--- config.mk ---
export PLATFORM = sky130hd
export DESIGN_NAME = cfu_redirect_unit
export DESIGN_NICKNAME = d
export VERILOG_FILES = /design/src/rtl/cfu_pkg.sv /design/src/rtl/cfu_eval.sv /design/src/rtl/cfu_redirect_unit.sv
export SDC_FILE = /design/constraint.sdc
export NUM_CORES = 1
export LEC_CHECK = 0
export ABC_AREA = 0
export CAP_MARGIN = 25
export CELL_PAD_IN_SITES_DETAIL_PLACEMENT = 2
export CELL_PAD_IN_SITES_GLOBAL_PLACEMENT = 2
export CORE_MARGIN = 10
export CORE_UTILIZATION = 30
export CTS_CLUSTER_DIAMETER = 100
export DETAILED_ROUTE_END_ITERATION = 8
export PLACE_DENSITY_LB_ADDON = 0.1
export SLEW_MARGIN = 20
export SYNTH_ARGS = -nofsm -noshare
export SYNTH_HDL_FRONTEND = slang
export SYNTH_SLANG_ARGS = --single-unit
--- constraint.sdc ---
create_clock -name clk -period 9.9 [get_ports clk]
set_clock_uncertainty 0.2 [all_clocks]
set_input_delay 1.485 -clock clk [delete_from_list [all_inputs] [get_ports clk]]
set_output_delay 1.485 -clock clk [all_outputs]
set_load 0.02 [all_outputs]
--- src/rtl/cfu_pkg.sv ---
`default_nettype none
// ============================================================================
// Module : cfu_pkg
// Brief  : Shared control-flow op codes, redirect FSM states and the
//          branch-direction helper used by the execute-stage redirect unit.
// Rev    : 1.0  initial release
// ============================================================================
package cfu_pkg;

    localparam int INSN_BYTES = 4;

    typedef enum logic [3:0] {
        BEQ  = 4'd0,
        BNE  = 4'd1,
        BLT  = 4'd2,
        BGE  = 4'd3,
        BLTU = 4'd4,
        BGEU = 4'd5,
        JAL  = 4'd6,
        JALR = 4'd7,
        NB   = 4'd8
    } cfuop_t;

    typedef enum logic [1:0] {
        IDLE     = 2'd0,
        REDIRECT = 2'd1,
        SHADOW   = 2'd2
    } cfu_state_t;

    // Direction from pre-computed operand relations, so the helper stays
    // independent of the datapath width. Unknown encodings are not taken.
    function automatic logic cfu_branch_taken(input cfuop_t op,
                                              input logic   eq,
                                              input logic   lt_s,
                                              input logic   lt_u);
        logic t;
        t = 1'b0;
        case (op)
            BEQ:     t = eq;
            BNE:     t = !eq;
            BLT:     t = lt_s;
            BGE:     t = !lt_s;
            BLTU:    t = lt_u;
            BGEU:    t = !lt_u;
            JAL:     t = 1'b1;
            JALR:    t = 1'b1;
            default: t = 1'b0;
        endcase
        return t;
    endfunction

endpackage
`default_nettype wire

--- src/rtl/cfu_eval.sv ---
`default_nettype none
// ============================================================================
// Module : cfu_eval
// Brief  : Combinational branch resolution: direction, target and the
//          architecturally correct next PC for one control-flow op.
// Rev    : 1.0  initial release
// ============================================================================
module cfu_eval
    import cfu_pkg::*;
#(
    parameter int XLEN = 32
) (
    input  cfuop_t            cfuop_i,
    input  logic [XLEN-1:0]   pc_i,
    input  logic [XLEN-1:0]   rs1_i,
    input  logic [XLEN-1:0]   rs2_i,
    input  logic [XLEN-1:0]   imm_i,
    output logic              taken_o,
    output logic [XLEN-1:0]   target_o,
    output logic [XLEN-1:0]   next_pc_o
);

    logic            eq;
    logic            lt_s;
    logic            lt_u;
    logic            is_jalr;
    logic [XLEN-1:0] base;
    logic [XLEN-1:0] sum;

    assign eq      = (rs1_i == rs2_i);
    assign lt_s    = ($signed(rs1_i) < $signed(rs2_i));
    assign lt_u    = (rs1_i < rs2_i);
    assign taken_o = cfu_branch_taken(cfuop_i, eq, lt_s, lt_u);

    // JALR is register-relative and its target is halfword aligned; every
    // other op is PC-relative. Adds wrap silently.
    assign is_jalr   = (cfuop_i == JALR);
    assign base      = is_jalr ? rs1_i : pc_i;
    assign sum       = base + imm_i;
    assign target_o  = is_jalr ? {sum[XLEN-1:1], 1'b0} : sum;
    assign next_pc_o = taken_o ? target_o : (pc_i + XLEN'(INSN_BYTES));

endmodule
`default_nettype wire

--- src/rtl/cfu_redirect_unit.sv ---
`default_nettype none
// ============================================================================
// Module : cfu_redirect_unit
// Brief  : Execute-stage control-flow resolver. Compares the resolved
//          outcome with the fetch prediction, issues a held redirect request
//          plus a one-cycle flush on mismatch, masks wrong-path work for a
//          shadow window and keeps saturating statistics.
// Rev    : 1.0  initial release
// ============================================================================
module cfu_redirect_unit
    import cfu_pkg::*;
#(
    parameter int XLEN          = 32,
    parameter int SHADOW_CYCLES = 2,
    parameter int CNT_W         = 32
) (
    input  logic              clk,
    input  logic              arst_n,
    input  logic              valid_i,
    input  logic              stall_i,
    input  logic [3:0]        cfuop_i,
    input  logic [XLEN-1:0]   pc_i,
    input  logic [XLEN-1:0]   rs1_i,
    input  logic [XLEN-1:0]   rs2_i,
    input  logic [XLEN-1:0]   imm_i,
    input  logic              pred_taken_i,
    input  logic [XLEN-1:0]   pred_target_i,
    output logic              taken_o,
    output logic [XLEN-1:0]   link_o,
    output logic              redirect_valid_o,
    input  logic              redirect_ready_i,
    output logic [XLEN-1:0]   redirect_pc_o,
    output logic              flush_o,
    output logic [CNT_W-1:0]  branch_cnt_o,
    output logic [CNT_W-1:0]  mispred_cnt_o
);

    localparam int SH_W = (SHADOW_CYCLES < 1) ? 1 : $clog2(SHADOW_CYCLES + 1);

    cfuop_t          op;
    logic [XLEN-1:0] target;
    logic [XLEN-1:0] next_pc;
    logic            resolve;
    logic            mispredict;
    logic            branch_inc;

    cfu_state_t      state_q,  state_d;
    logic [SH_W-1:0] shadow_q, shadow_d;
    logic            rvalid_q, rvalid_d;
    logic [XLEN-1:0] rpc_q,    rpc_d;
    logic            flush_q,  flush_d;
    logic [CNT_W-1:0] br_cnt_q, br_cnt_d;
    logic [CNT_W-1:0] mp_cnt_q, mp_cnt_d;

    assign op = cfuop_t'(cfuop_i);

    cfu_eval #(
        .XLEN (XLEN)
    ) u_eval (
        .cfuop_i   (op),
        .pc_i      (pc_i),
        .rs1_i     (rs1_i),
        .rs2_i     (rs2_i),
        .imm_i     (imm_i),
        .taken_o   (taken_o),
        .target_o  (target),
        .next_pc_o (next_pc)
    );

    assign link_o = pc_i + XLEN'(INSN_BYTES);

    // Only a non-stalled instruction seen in IDLE is on the correct path.
    assign resolve    = valid_i && !stall_i && (state_q == IDLE);
    assign mispredict = resolve &&
                        ((taken_o != pred_taken_i) ||
                         (taken_o && pred_taken_i && (target != pred_target_i)));
    assign branch_inc = resolve && (op != NB);

    // Next-state logic for the redirect handshake and shadow window.
    always_comb begin
        state_d  = state_q;
        shadow_d = shadow_q;
        rvalid_d = rvalid_q;
        rpc_d    = rpc_q;
        flush_d  = 1'b0;
        case (state_q)
            IDLE: begin
                if (mispredict) begin
                    rpc_d    = next_pc;
                    rvalid_d = 1'b1;
                    flush_d  = 1'b1;
                    state_d  = REDIRECT;
                end
            end
            REDIRECT: begin
                if (redirect_ready_i) begin
                    rvalid_d = 1'b0;
                    if (SHADOW_CYCLES == 0) begin
                        state_d = IDLE;
                    end else begin
                        shadow_d = SH_W'(SHADOW_CYCLES);
                        state_d  = SHADOW;
                    end
                end
            end
            SHADOW: begin
                if (shadow_q <= SH_W'(1)) begin
                    shadow_d = '0;
                    state_d  = IDLE;
                end else begin
                    shadow_d = shadow_q - SH_W'(1);
                end
            end
            default: state_d = IDLE;
        endcase
    end

    // Saturating statistics: hold at all-ones instead of wrapping.
    always_comb begin
        br_cnt_d = br_cnt_q;
        mp_cnt_d = mp_cnt_q;
        if (branch_inc && (br_cnt_q != '1)) br_cnt_d = br_cnt_q + CNT_W'(1);
        if (mispredict && (mp_cnt_q != '1)) mp_cnt_d = mp_cnt_q + CNT_W'(1);
    end

    // State, redirect request and counter registers.
    always_ff @(posedge clk or negedge arst_n) begin
        if (!arst_n) begin
            state_q  <= IDLE;
            shadow_q <= '0;
            rvalid_q <= 1'b0;
            rpc_q    <= '0;
            flush_q  <= 1'b0;
            br_cnt_q <= '0;
            mp_cnt_q <= '0;
        end else begin
            state_q  <= state_d;
            shadow_q <= shadow_d;
            rvalid_q <= rvalid_d;
            rpc_q    <= rpc_d;
            flush_q  <= flush_d;
            br_cnt_q <= br_cnt_d;
            mp_cnt_q <= mp_cnt_d;
        end
    end

    assign redirect_valid_o = rvalid_q;
    assign redirect_pc_o    = rpc_q;
    assign flush_o          = flush_q;
    assign branch_cnt_o     = br_cnt_q;
    assign mispred_cnt_o    = mp_cnt_q;

endmodule
`default_nettype wire

==> Yosys cells after proc, flatten, opt, wreduce, memory -nomap -nowiden <==
Index checks and enable logic that the tools add are counted.
{ "word_totals": {"ff_bits": 102, "output_inout_bits": 131} }
{ "classes": {"n_addsub": 5, "order_cmp": 3, "n_eq_ne": 18, "mux": 15, "reduce_logical": 22} }
{ "ops": {"columns": ["operator", "n"], "rows": [
  ["adder 32 x 1 -> 32 bit (second input constant)", 2],
  ["less-than comparator 32 bit", 2],
  ["2-to-1 mux 32 bit", 2],
  ["inequality test 32 bit (second input constant)", 2],
  ["adder 32 x 3 -> 32 bit (second input constant)", 1],
  ["adder 32 bit", 1],
  ["equality test 32 bit", 1],
  ["inequality test 32 bit", 1],
  ["equality test 4 x 3 -> 1 bit (second input constant)", 4],
  ["equality test 4 x 2 -> 1 bit (second input constant)", 2],
  ["logical AND 1 bit", 8],
  ["2-to-1 mux 2 bit", 4],
  ["one-hot mux 1 bit (7 select lines)", 1],
  ["inequality test 2 bit (second input constant)", 3],
  ["one-hot mux 2 bit (3 select lines)", 1],
  ["AND reduction 3 bit", 2],
  ["2-to-1 mux 1 bit", 5],
  ["equality test 4 x 1 -> 1 bit (second input constant)", 1],
  ["zero test 1 bit", 4],
  ["zero test 4 bit", 1],
  ["inequality test 4 bit (second input constant)", 1],
  ["one-hot mux 2 bit (2 select lines)", 1],
  ["AND reduction 2 bit", 2],
  ["nonzero test 2 bit", 2],
  ["other kinds (9)", 9]
]} }

==> Logic depth before layout (Yosys ltp) <==
{ "depth": {"word_depth": 10, "mapped_depth": 24} }

==> By module <==
From an unflattened synthesis, not the netlist that was laid out.
{ "hier_totals": {"hier_cells": 979, "area_unflattened_um2": 9142.5} }
{ "modules_own_cells": {"columns": ["mod", "instances", "cells_per_inst", "area_each_um2"], "rows": [
  ["cfu_redirect_unit", 1, 493, 5470.2],
  ["cfu_eval", 1, 486, 3672.3]
]} }

==> Least setup slack after synthesis <==
No wires, ideal clock.
{ "synth_path": {"path_kind": "input to register", "from": "input port rs2_i[9]", "to": "register rpc_q[1] (netlist: redirect_pc_o[1])", "arrival_ps": 6268, "required_time_ps": 9572, "setup_slack_ps": 3304, "path_stages": 23, "path_cell_list": "inv_1 -> ha_1 -> a211oi_1 -> o21ai_0 -> a221oi_1 -> o211ai_1 -> a41oi_1 -> o31ai_1 -> xor2_1 -> or4_1 -> nand3_1 -> clkbuf_1 -> inv_1 -> ha_1 -> nor4_1 -> o2111a_1 -> o2111a_1 -> nand4_1 -> a2111oi_0 -> nand4_1 -> nand2_2 -> buf_6 -> mux2_1"} }
{ "synth_via": {"elab_chain_cells": 8, "word_cells_on_any_way": 14, "classes_between": "order compare: 2; eq/ne: 2; mux: 2; reduce/logical: 8"} }
{ "synth_lines": {"columns": ["element", "line_no", "source"], "rows": [
  ["from (decl)", "cfu_redirect_unit.sv:24", "input logic [XLEN-1:0] rs2_i,"],
  ["less-than comparator 32 bit (tied with other cells)", "cfu_eval.sv:32", "assign lt_u = (rs1_i < rs2_i);"],
  ["zero test 1 bit (on tied branches)", "cfu_pkg.sv:44, cfu_pkg.sv:40, cfu_pkg.sv:42", null],
  ["one-hot mux 1 bit (7 select lines) (*)", "cfu_pkg.sv:38", "case (op)"],
  ["via taken_o", "cfu_redirect_unit.sv:28", "output logic taken_o,"],
  ["logical AND 1 bit (2 in series)", "cfu_redirect_unit.sv:76", "(taken_o && pred_taken_i && (target != pred_target_i)));"],
  ["logical OR 1 bit", "cfu_redirect_unit.sv:75", "((taken_o != pred_taken_i) ||"],
  ["logical AND 1 bit", "cfu_redirect_unit.sv:74", "assign mispredict = resolve &&"],
  ["AND reduction 2 bit (no source line)", null, null],
  ["to (signal assigned)", "cfu_redirect_unit.sv:140", "rpc_q <= rpc_d;"],
  ["to (decl)", "cfu_redirect_unit.sv:50", "logic [XLEN-1:0] rpc_q, rpc_d;"]
]} }
The timed path passes the listed nets; every way through them passes the cells marked *.
A chain may end at the register's enable or synchronous reset.

==> Worst setup path in the final report <==
{ "layout_path": {"from": "input port rs2_i[31]", "to": "register rpc_q[2] (netlist: redirect_pc_o[2])"} }
{ "layout_via": {"elab_chain_cells": 8, "word_cells_on_any_way": 14, "classes_between": "order compare: 2; eq/ne: 2; mux: 2; reduce/logical: 8"} }
{ "layout_lines": {"columns": ["element", "line_no"], "rows": [
  ["less-than comparator 32 bit (tied with other cells)", "cfu_eval.sv:32"],
  ["zero test 1 bit (on tied branches)", "cfu_pkg.sv:44, cfu_pkg.sv:40, cfu_pkg.sv:42"],
  ["one-hot mux 1 bit (7 select lines) (*)", "cfu_pkg.sv:38"],
  ["logical AND 1 bit (2 in series)", "cfu_redirect_unit.sv:76"],
  ["logical OR 1 bit", "cfu_redirect_unit.sv:75"],
  ["logical AND 1 bit", "cfu_redirect_unit.sv:74"],
  ["AND reduction 2 bit (no source line)", null]
]} }
Mark *: on every way between the ends. The rest lies on a longest branch, timed or not.

==> impl_summary.md <==
Setup path
The critical path ends at redirect_pc_o[2]$_DFFE_PN0P_. The most critical setup path has its startpoint at rs2_i[31]. For the worst flop-to-flop path, the logic depth is 8. In this run the worst path has a maximum fanout of 76. The worst setup path is launched from an input pin. At the worst endpoint, the required time is 9940 ps. Setup slack on the worst reg-to-reg path comes out at 6260 ps. The worst setup path is captured at a flip-flop. The worst register-to-register path begins at state_q[1]$_DFFE_PN0P_.

The endpoint of the worst register-to-register path is branch_cnt_o[28]$_DFFE_PN0P_. Data arrives at the worst endpoint at 8310 ps. The type of the worst setup path is in -> reg.

Clock network
The count of hold-fix buffers inserted at cts is 0. The clock tree from TritonCTS is done. The number of buffers inserted during clock tree synthesis is 9.

The clock passes through at most 2 buffers. The number of setup buffers added after CTS is 0. In this run the number of H-tree levels came out at 3. The clock drives 102 sinks.

Clock-pin slew was measured on the worst setup and hold paths at 70 ps. The root buffer cell chosen for the clock tree is sky130_fd_sc_hd__clkbuf_16. The number of gates resized after CTS was 0. At the later pin of the worst-skew pair, clock insertion delay measures 360 ps.

Drt
After detailed routing, the total wire length is 44.5 mm. The post-detailed-route DRC marker count is 0. Dividing the detail-routed wire length by the instance count gives 24.9 um. The first detailed-routing pass took 5 iterations. The number of vias per cell is 5.36. The number of DRC violations after detailed-routing iteration 0 is 432. The number of antenna-violating nets in the routed design is 0. The total via count in the routed design is 9,571.

Logic synthesis
The count of mapped cells out of synthesis is 1,102. The sequential element share of the synthesized area is 26.7%. The biggest area contributor in the post-synthesis netlist is sky130_fd_sc_hd__dfrtp_1. Yosys attributes the largest share of cell area to sky130_fd_sc_hd__dfrtp_1 27%, sky130_fd_sc_hd__ha_1 9.3%, sky130_fd_sc_hd__xnor2_1 8.9%. The count of distinct cell types in the synthesized netlist is 79. The mean cell area of the mapped netlist is 8.68 um2. The share of synthesized area in the top cell type comes to 26.7%.

The count of flip-flops with a built-in enable after synthesis is 0. The most common cell in the netlist is sky130_fd_sc_hd__dfrtp_1. The commonest cells after synthesis are 102 x sky130_fd_sc_hd__dfrtp_1, 97 x sky130_fd_sc_hd__xnor2_1, 87 x sky130_fd_sc_hd__nand2_1. During synthesis, Yosys emitted a total of 0 warnings. The synthesized design contains 102 register bits. The flip-flop cell with the highest count after synthesis is sky130_fd_sc_hd__dfrtp_1. The share of synthesized flip-flops with an asynchronous set or reset is 100%.

The mapped netlist covers 9560 um2. The post-synth net total is 1,344.

Global routing
The number of global-route vias before repair was 10,325. The initial antenna violation count came to 5. Entering global routing, the biggest net connects 77 pins. The first global-routing pass estimated 65.8 mm of wire. The global route total overflow is 0. Global routing used 21.9% of the available tracks across all layers.

Floorplanning
Row generation in the floorplan step produced 65 rows. The floorplan step set the die width to 199 um. Once the floorplan was initialized, standard cells occupied 30.4% of the core. The number of placed I/O pins is 301. The region available for standard cell placement spans 31,500 um2. The die covers 39,400 um2.

In this run the vertical extent of the chip is 199 um.

Placement
After detailed placement, the total cell area comes to 12,900 um2. The final HPWL from detailed placement is 38.0 mm. The number of buffer cells added on primary ports is 300. The final weighted congestion in routability-driven placement is 0.907.

STA
The post-route minimum period is 8270 ps. The count of endpoints failing setup in the final report is 0. The highest clock frequency the design can meet is 0.121 GHz.

The final-layout setup total negative slack is 0 ps. The final clock period utilization by the worst path is 83.5%. Setup repair after global routing left no endpoint under its margin. The transition time at the pin with the least slew margin is 857 ps. The worst pin sits at a relative slew slack of 41.4%. The final-report max-slew violation count is 0. The number of endpoints with negative hold slack in the final report is 0.

Finish
The sequential cell area is 2550 um2. The net count of the finished layout is 1,616. The number of inserted filler cells in the final layout is 3,523. The post-route netlist has 5.87% of its cells at a drive strength greater than 1. After routing the design area is 13,200 um2. The synthesis-to-layout area growth is 38.0%. In the final layout, the multi-input gates occupy 6520 um2.

Outcome
The run finished with clean final reports.

Hold path
The kind of path behind the tightest hold check is reg -> reg.

Pwr
For this design the ratio of total power to cell area is 143 nW/um2. Across the VDD grid, the largest voltage drop is 0.0898 mV. For this design the static power due to leakage is 5.67 nW.

Flow run
The count of max-cap constraint violations is 0.
how the worst min path moves through the flow:
stage / slack [ps] / startpoint / end / cells after the start
final: 300 / branch_cnt_o[22]$_DFFE_PN0P_ / branch_cnt_o[22]$_DFFE_PN0P_ / 1
after global routing: 320 / mispred_cnt_o[22]$_DFFE_PN0P_ / mispred_cnt_o[22]$_DFFE_PN0P_ / 1
after CTS: 300 / branch_cnt_o[22]$_DFFE_PN0P_ / branch_cnt_o[22]$_DFFE_PN0P_ / 1
after detailed placement: 280 / branch_cnt_o[22]$_DFFE_PN0P_ / branch_cnt_o[22]$_DFFE_PN0P_ / 1
after global placement: 270 / redirect_pc_o[15]$_DFFE_PN0P_ / redirect_pc_o[15]$_DFFE_PN0P_ / 1
after floorplan: 310 / shadow_q[1]$_DFFE_PN0P_ / state_q[1]$_DFFE_PN0P_ / 2
power breakdown:
group | internal (mW) | switching [mW] | total, mW
sequential | 0.508 | 0.0731 | 0.581
combinational | 0.428 | 0.542 | 0.969
clock | 0.173 | 0.166 | 0.339
total | 1.11 | 0.781 | 1.89
layer usage:
metal	wire, um	track usage [%]	up-vias
met5	17	0	-
met4	596	4.72	2
met3	1610	2.99	26
met2	22500	38.8	184
met1	19700	27.6	4831
li1	-	-	4528
logic make-up (layout without fill, tap and decap cells):
family	Yosys count	count (layout)	synth area share (%)
multiplexers	78	78	8.66
XOR/XNOR	143	143	14.3
AND/OR/NAND/NOR	374	374	20.7
AO/OA/AOI/OAI	217	217	15.0
buffers and inverters	116	393	5.16
other	0	4	0
flip-flops	102	102	26.7
adder cells (fa/ha/maj)	72	72	9.50
registers in the layout, summed over array words and instances (netlist names):
signal / cells
shadow_q: 2
state_q: 2
mispred_cnt_o: 32
redirect_valid_o: 1
flush_o: 1
redirect_pc_o: 32
branch_cnt_o: 32
through the flow:
| step | power, mW | util (%) | setup WS, ps | instances | hold slack [ps] |
|---|---|---|---|---|---|
| detailed placement | 1.56 | 40.9 | 1210 | 1764 | 284 |
| global route | 2.00 | 41.9 | 1230 | 1785 | 320 |
| finish | 1.89 | 41.9 | 1630 | 1785 | 297 |
| global placement | 1.54 | 40.9 | 1140 | 1764 | 275 |
| floorplan | 1.07 | - | 3300 | 1102 | 307 |
| CTS | 1.91 | 41.8 | 1570 | 1780 | 299 |
cell type report:
| type | count | area share, % |
|---|---|---|
| multi-input combinational | 884 | 49.4 |
| clock inverter | 6 | 0.351 |
| tap | 402 | 3.81 |
| clock buffer | 10 | 1.73 |
| timing repair buffer | 307 | 23.3 |
| antenna | 4 | 0.0758 |
| sequential | 102 | 19.3 |
| inverter | 70 | 1.99 |
cell usage in the layout, fill, tap and decap left out, drive strengths merged, types with 10 or more instances in the layout:
cell and count:
mux2 38, nor2 54, dfrtp 102, nand3 55, and3 31, clkdlybuf4s50 299, nor3 24, a31oi 24
xor2 38, nand4 42, mux2i 40, a21o 17, inv 72, xnor2 97, nand2b 11, and2 16
ha 71, o21ai 40, a21oi 67, nand2 88, clkbuf 10
critical path: stages:
cell                              delay [ps]
sky130_fd_sc_hd__clkdlybuf4s50_1         480
sky130_fd_sc_hd__inv_1                    50
sky130_fd_sc_hd__ha_1                    450
sky130_fd_sc_hd__nand3_1                 200
sky130_fd_sc_hd__nor3_1                  420
sky130_fd_sc_hd__nand4_1                 290
sky130_fd_sc_hd__nor4_1                  820
sky130_fd_sc_hd__xnor2_1                 140
sky130_fd_sc_hd__nor3b_1                 190
sky130_fd_sc_hd__a311oi_1                310
sky130_fd_sc_hd__nand3_2                 130
sky130_fd_sc_hd__inv_1                   120
sky130_fd_sc_hd__ha_1                    300
sky130_fd_sc_hd__nor4_1                  490
sky130_fd_sc_hd__o2111a_1                280
sky130_fd_sc_hd__o2111a_1                190
sky130_fd_sc_hd__nand4_1                 140
sky130_fd_sc_hd__a2111oi_0               420
sky130_fd_sc_hd__nand4_1                 150
sky130_fd_sc_hd__buf_4                   370
sky130_fd_sc_hd__nand2_2                 440
sky130_fd_sc_hd__mux2_1                  370
Note: power is estimated with default switching activity, not from simulation.
